### config.mk
export PLATFORM = sky130hd
export DESIGN_NAME = clk_div_scheduler_flat
export DESIGN_NICKNAME = d
export VERILOG_FILES = /design/src/rtl/clk_div_scheduler_if.sv /design/src/rtl/clk_div_scheduler.sv /design/src/flat_wrapper.sv
export SDC_FILE = /design/constraint.sdc
export NUM_CORES = 1
export LEC_CHECK = 0
export BUFFER_PORTS_ARGS = -buffer_cell sky130_fd_sc_hd__buf_2
export CORE_MARGIN = 1
export CORE_UTILIZATION = 45
export DETAILED_ROUTE_END_ITERATION = 10
export SYNTH_ARGS = -nofsm -noshare
export SYNTH_HDL_FRONTEND = slang
export SYNTH_SLANG_ARGS = --single-unit
### constraint.sdc
create_clock -name CLK100MHZ -period 11.7 [get_ports CLK100MHZ]
set_input_delay 2.34 -clock CLK100MHZ [delete_from_list [all_inputs] [get_ports CLK100MHZ]]
set_output_delay 2.34 -clock CLK100MHZ [all_outputs]
set_load 0.05 [all_outputs]
### src/rtl/clk_div_scheduler_if.sv
// clk_div_scheduler_if
//   Config handshake and per-channel divider outputs for clk_div_scheduler.
//   master : drives cfg_valid/cfg_ch/cfg_div/cfg_en, observes cfg_ready and channel outputs
//   slave  : the scheduler itself
//   cfg_valid/cfg_ready : single-slot config transfer (both high on a rising edge)
//   cfg_ch/cfg_div/cfg_en : target channel, divisor (period in cycles), enable
//   ch_clk/ch_tick/ch_active : per-channel square wave, end-of-period pulse, running flag
interface clk_div_scheduler_if #(
    parameter int NUM_CH = 4,
    parameter int CNT_W  = 27
);
    localparam int CH_W = (NUM_CH > 1) ? $clog2(NUM_CH) : 1;

    logic                cfg_valid;
    logic                cfg_ready;
    logic [CH_W-1:0]     cfg_ch;
    logic [CNT_W-1:0]    cfg_div;
    logic                cfg_en;
    logic [NUM_CH-1:0]   ch_clk;
    logic [NUM_CH-1:0]   ch_tick;
    logic [NUM_CH-1:0]   ch_active;

    modport master (
        output cfg_valid, cfg_ch, cfg_div, cfg_en,
        input  cfg_ready, ch_clk, ch_tick, ch_active
    );

    modport slave (
        input  cfg_valid, cfg_ch, cfg_div, cfg_en,
        output cfg_ready, ch_clk, ch_tick, ch_active
    );
endinterface

### src/rtl/clk_div_scheduler.sv
// clk_div_scheduler
//   NUM_CH runtime-programmable clock dividers off CLK100MHZ. Each channel produces a
//   registered square wave (ch_clk), an end-of-period pulse (ch_tick) and a running flag
//   (ch_active). Divisor/enable updates go through one shared pending slot and are only
//   applied on a period boundary, so a divided clock never produces a runt pulse.
// Ports
//   CLK100MHZ : system clock, all logic on rising edge
//   RST       : asynchronous active-high reset
//   sync_req  : (PHASE_SYNC_EN only) restart all enabled channels at ctr=0
//   bus       : clk_div_scheduler_if.slave (config handshake + channel outputs)
// Build option
//   PHASE_SYNC_EN : adds sync_req phase realignment; undefined -> channels free-run.

// One divider channel. Outputs are registered from the next-state counter so that they
// describe the same cycle the counter value belongs to.
module clk_div_lane #(
    parameter int CNT_W       = 27,
    parameter int DEFAULT_DIV = 100_000
) (
    input  logic             CLK100MHZ,
    input  logic             RST,
    input  logic             apply,
    input  logic [CNT_W-1:0] ap_div,
    input  logic             ap_en,
    input  logic             sync,
    output logic             en,
    output logic             near_wrap,
    output logic             ch_clk,
    output logic             ch_tick,
    output logic             ch_active
);
    logic [CNT_W-1:0] ctr, div;
    logic [CNT_W-1:0] ctr_n, div_n;
    logic             en_n;
    logic [CNT_W:0]   half_n;

    // Next cycle is the last of the period; the scheduler uses this to land APPLY on it.
    assign near_wrap = en && (ctr == div - CNT_W'(2));

    always_comb begin
        div_n = div;
        en_n  = en;
        ctr_n = ctr + CNT_W'(1);
        if (apply) begin
            div_n = ap_div;
            en_n  = ap_en;
            ctr_n = '0;
        end else if (!en || sync || ctr == div - CNT_W'(1)) begin
            ctr_n = '0;
        end
    end

    // ceil(div/2): odd divisors get the extra cycle in the high phase
    assign half_n = ({1'b0, div_n} + 1'b1) >> 1;

    always_ff @(posedge CLK100MHZ or posedge RST) begin
        if (RST) begin
            ctr       <= '0;
            div       <= CNT_W'(DEFAULT_DIV);
            en        <= 1'b0;
            ch_clk    <= 1'b0;
            ch_tick   <= 1'b0;
            ch_active <= 1'b0;
        end else begin
            ctr       <= ctr_n;
            div       <= div_n;
            en        <= en_n;
            ch_clk    <= en_n && ({1'b0, ctr_n} < half_n);
            ch_tick   <= en_n && (ctr_n == div_n - CNT_W'(1));
            ch_active <= en_n;
        end
    end
endmodule

module clk_div_scheduler #(
    parameter int NUM_CH      = 4,
    parameter int CNT_W       = 27,
    parameter int DEFAULT_DIV = 100_000
) (
    input  logic                  CLK100MHZ,
    input  logic                  RST,
`ifdef PHASE_SYNC_EN
    input  logic                  sync_req,
`endif
    clk_div_scheduler_if.slave    bus
);
    localparam int CH_W = (NUM_CH > 1) ? $clog2(NUM_CH) : 1;

    typedef enum logic [1:0] {IDLE, PENDING, APPLY} state_t;

    state_t            state, state_n;
    logic [CH_W-1:0]   pend_ch;
    logic [CNT_W-1:0]  pend_div;
    logic              pend_en;
    logic              do_apply;
    logic              sync;
    logic [NUM_CH-1:0] lane_en, lane_near_wrap;
    logic [NUM_CH-1:0] clk_v, tick_v, act_v;

`ifdef PHASE_SYNC_EN
    assign sync = sync_req;
`else
    assign sync = 1'b0;
`endif

    assign bus.cfg_ready = (state == IDLE);
    assign bus.ch_clk    = clk_v;
    assign bus.ch_tick   = tick_v;
    assign bus.ch_active = act_v;

    always_ff @(posedge CLK100MHZ or posedge RST) begin
        if (RST) begin
            state    <= IDLE;
            pend_ch  <= '0;
            pend_div <= CNT_W'(DEFAULT_DIV);
            pend_en  <= 1'b0;
        end else begin
            state <= state_n;
            if (state == IDLE && bus.cfg_valid) begin
                pend_ch  <= bus.cfg_ch;
                pend_div <= (bus.cfg_div < CNT_W'(2)) ? CNT_W'(2) : bus.cfg_div;
                pend_en  <= bus.cfg_en;
            end
        end
    end

    always_comb begin
        state_n  = state;
        do_apply = 1'b0;
        case (state)
            IDLE:    if (bus.cfg_valid) state_n = PENDING;
            PENDING: begin
                // A sync restarts every period, so the slot can go in right away.
                if (sync) begin
                    do_apply = 1'b1;
                    state_n  = IDLE;
                end else if (!lane_en[pend_ch] || lane_near_wrap[pend_ch]) begin
                    state_n = APPLY;
                end
            end
            APPLY: begin
                do_apply = 1'b1;
                state_n  = IDLE;
            end
            default: state_n = IDLE;
        endcase
    end

    for (genvar i = 0; i < NUM_CH; i++) begin : g_lane
        clk_div_lane #(.CNT_W(CNT_W), .DEFAULT_DIV(DEFAULT_DIV)) u_lane (
            .CLK100MHZ (CLK100MHZ),
            .RST       (RST),
            .apply     (do_apply && pend_ch == CH_W'(i)),
            .ap_div    (pend_div),
            .ap_en     (pend_en),
            .sync      (sync),
            .en        (lane_en[i]),
            .near_wrap (lane_near_wrap[i]),
            .ch_clk    (clk_v[i]),
            .ch_tick   (tick_v[i]),
            .ch_active (act_v[i])
        );
    end
endmodule

### src/flat_wrapper.sv
// flat-port wrapper written by rule: the top's interface ports become plain ports
module clk_div_scheduler_flat 
#(
    parameter int NUM_CH      = 4,
    parameter int CNT_W       = 27,
    parameter int DEFAULT_DIV = 100_000
)
  (CLK100MHZ, RST, bus_cfg_valid, bus_cfg_ch, bus_cfg_div, bus_cfg_en, bus_cfg_ready, bus_ch_clk, bus_ch_tick, bus_ch_active);
  clk_div_scheduler_if #(.NUM_CH(NUM_CH), .CNT_W(CNT_W)) bus_i ();
  input  logic CLK100MHZ;
  input  logic RST;
  input wire logic [$bits(bus_i.cfg_valid)-1:0] bus_cfg_valid;
  input wire logic [$bits(bus_i.cfg_ch)-1:0] bus_cfg_ch;
  input wire logic [$bits(bus_i.cfg_div)-1:0] bus_cfg_div;
  input wire logic [$bits(bus_i.cfg_en)-1:0] bus_cfg_en;
  output wire logic [$bits(bus_i.cfg_ready)-1:0] bus_cfg_ready;
  output wire logic [$bits(bus_i.ch_clk)-1:0] bus_ch_clk;
  output wire logic [$bits(bus_i.ch_tick)-1:0] bus_ch_tick;
  output wire logic [$bits(bus_i.ch_active)-1:0] bus_ch_active;
  assign bus_i.cfg_valid = bus_cfg_valid;
  assign bus_i.cfg_ch = bus_cfg_ch;
  assign bus_i.cfg_div = bus_cfg_div;
  assign bus_i.cfg_en = bus_cfg_en;
  assign bus_cfg_ready = bus_i.cfg_ready;
  assign bus_ch_clk = bus_i.ch_clk;
  assign bus_ch_tick = bus_i.ch_tick;
  assign bus_ch_active = bus_i.ch_active;
  clk_div_scheduler #(.NUM_CH(NUM_CH), .CNT_W(CNT_W), .DEFAULT_DIV(DEFAULT_DIV)) u_core (.CLK100MHZ(CLK100MHZ), .RST(RST), .bus(bus_i));
endmodule
==> flow_summary_export.csv <==
group,metric,value,unit
synth,synth_area_leaders,"dfrtp_1, xnor2_1, ha_1",
placement,dpl.hpwl,82800,um
synth,netlist_instances,3483,
placement,place_area,0.0278,mm2
grt,overflow,0,
synth,async_reset_ff_frac,1.00,
grt,grt_use_total,0.344,
sta,slew_headroom,0.275,
finish,seq_area,0.00654,mm2
sta,period_share,0.516,
synth,syn_nets,3640,
drt,drc,0,
synth,yosys-top-cells-count,"xnor2_1, nand2_1, nor2_1",
drt,vias,27000,
run,drv_cap,0,
cts,postCtsResizedCells,0,
placement,post-place-ws,5.71,ns
sta,fin_crit,6.04,ns
grt,grt_max_degree,152,
synth,avgSynthCellArea,7.82,um2
placement,placedCellCount,4115,
cts,clk_pin_slew,0.06,ns
synth,yosysMostFrequentCell,"xnor2_1",
synth,synth_top_area_cell,"dfrtp_1",
grt,grt.met2_usage,0.526,
finish,antenna_cells,0,
floorplanning,dieArea,0.0615,mm2
synth,synth_ff_type,"dfrtp_1",
cts,cts_root_buffer,"clkbuf_16",
sta,drv_slew,0,
drt,drt_iter0_drc,3035,
sta,setup-tns-final,0,ns
floorplanning,chipHeight,248,um
hold_path,hold_path_class,"reg -> reg",
synth,ys_ff_latch,260,
placement,port_buffers,45,
cts,cts_sinks,260,
finish,multi_input_area,0.0192,mm2
drt,dr.pass1.iters,5,
critical_path,critPathCaptureType,"flip-flop",
floorplanning,die_w,248,um
cts,cts_made_buffers,37,
finish,drive_gt1_frac,0.0781,
critical_path,cp.required,12.20,ns
power_and_ir_drop,p_per_area,281,mW/mm2
finish,fin_area,0.0291,mm2
floorplanning,core-area,0.0595,mm2
finish,fill_cells,5861,
cts,cts_max_level,2,
synth,ys_seq_area_frac,0.240,
finish,finalNonFillerCells,4181,
sta,timing.final.ws_setup,5.66,ns
grt,use_met1,0.476,
grt,grt_pass1_wl,160000,um
grt,grt_pass1_vias,25500,
drt,wl_per_cell,25.8,um
synth,yosysUniqueCellTypes,109,
sta,clock.fmax,166,MHz
synth,yosysWarnings,0,
grt,busiest_layer,"met2",
sta,rsz0062_at_grt,"false",
drt,drtAntennaViolNets,0,
cts,holdBufCountCts,0,
sta,hold_viol,0,
placement,finalWeightedCongestion,0.997,
cts,clock_latency,0.59,ns
grt,grt_util_met3,0.0639,
critical_path,crit_fanout,32,
power_and_ir_drop,p_total,8170,uW
sta,setup_viol,0,
floorplanning,io_pins,46,
critical_path,critPathKind,"reg -> reg",
synth,synth_top_area_frac,0.211,
floorplanning,num_rows,89,
floorplanning,initial_core_util,0.458,
drt,avgViaCountPerCell,6.45,
finish,finalNetCount,3538,
synth,synth_edf_count,0,
critical_path,cp-start-kind,"flip-flop",
synth,syn_area,0.0272,mm2
power_and_ir_drop,peakVddDrop,94.8,uV
sta,finClkSkew,0.0321,ns
sta,worst_pin_slew,1.09,ns
outcome,status,"completed",
drt,postRouteWirelength,108000,um
finish,area_growth,6.83,%
critical_path,cp.arrival,6.54,ns
grt,antenna_found_initial,2,
power_and_ir_drop,p_leak,0.0117,uW
cts,ctsLongestPathBuffers,3,
cts,cts_tree,"built",
cts,postCtsSetupBuffers,0,
flip-flops by register name, summed over array words and instances, names as in the netlist:
signal / flops
u_core.g_lane.u_lane.ch_clk: 4
u_core.g_lane.u_lane.ch_active: 4
u_core.state: 2
u_core.g_lane.u_lane.ch_tick: 4
u_core.g_lane.u_lane.div: 108
u_core.pend_ch: 2
u_core.pend_div: 27
u_core.g_lane.u_lane.ctr: 108
u_core.pend_en: 1
worst max-delay path, cell delays in order (launching register included):
cell and delay (ns):
dfrtp_1 0.49, nor4_1 0.73, nand4_1 0.46, nor2_1 0.27, mux2_2 0.35, o21ai_0 0.34
nand4_1 0.40, o21ai_2 0.23, buf_4 0.36, nor2_1 0.12, ha_1 0.33, a21o_1 0.17
a21o_1 0.17, a21o_1 0.16, a21o_1 0.17, a21oi_1 0.15, nor2b_1 0.06, o21ai_0 0.51
nand2_1 0.15, nor3_1 0.21, o21a_1 0.14
area by class of cell:
type                    instances  area share
inverters                     146      0.0191
clock buffers                  50      0.0363
clock inverters                16     0.00847
multi-input cells            2852       0.660
well taps                     773      0.0332
flip-flops and latches        260       0.225
repair buffers                 84      0.0182
report_power, final:
part	switching (uW)	total, uW	leakage, uW	internal (uW)
registers	741	1920	0.00338	1180
clock network	485	1250	0.000638	765
logic	3220	5000	0.00768	1780
total	4450	8170	0.0117	3730
cells in the final DEF, fill, tap and decap left out, types with 124 or more instances in the layout:
cell type / count
xnor2_1: 355
nand2_1: 348
nor2_1: 320
dfrtp_1: 230
inv_1: 139
xor2_1: 136
nor3_1: 135
nand3_1: 133
nand4_1: 128
nor4_1: 127
ha_1: 124
kinds of logic after synthesis:
group                    share of synthesized area
AO/OA/AOI/OAI                                0.138
XOR/XNOR                                     0.160
adder cells (fa/ha/maj)                     0.0570
buffers and inverters                       0.0560
flip-flops                                   0.240
multiplexers                                0.0464
AND/OR/NAND/NOR                              0.302
routing by layer:
metal  part of all wire  up-vias
met3              0.082      245
met1               0.44    13200
met4              0.043        4
li1                   -    12300
met5            0.00025        -
met2               0.43     1248
through the flow:
step	hold slack [ns]	util
floorplan	0.509	-
global placement	0.556	0.467
detailed placement	0.566	0.467
CTS	0.573	0.489
global route	0.600	0.489
finish	0.582	0.489
path summary, 6_finish.rpt:
check                                                           from                                         to  slack [ns]  depth (start not counted)
setup / recovery           u_core.g_lane[2].u_lane.div[11]$_DFF_PP0_   u_core.g_lane[2].u_lane.ch_clk$_DFF_PP0_        5.66                         20
setup reg to reg           u_core.g_lane[2].u_lane.div[11]$_DFF_PP0_   u_core.g_lane[2].u_lane.ch_clk$_DFF_PP0_        5.66                         20
hold reg to reg             u_core.g_lane[2].u_lane.div[7]$_DFF_PP1_   u_core.g_lane[2].u_lane.div[7]$_DFF_PP1_        0.58                          2
hold / removal              u_core.g_lane[2].u_lane.div[7]$_DFF_PP1_   u_core.g_lane[2].u_lane.div[7]$_DFF_PP1_        0.58                          2
max in group asynchronous                                        RST  u_core.g_lane[1].u_lane.ctr[22]$_DFF_PP0_        8.38                          3
min in group asynchronous                                        RST  u_core.g_lane[2].u_lane.ctr[19]$_DFF_PP0_        1.85                          2
Note: power is estimated with default switching activity, not from simulation.
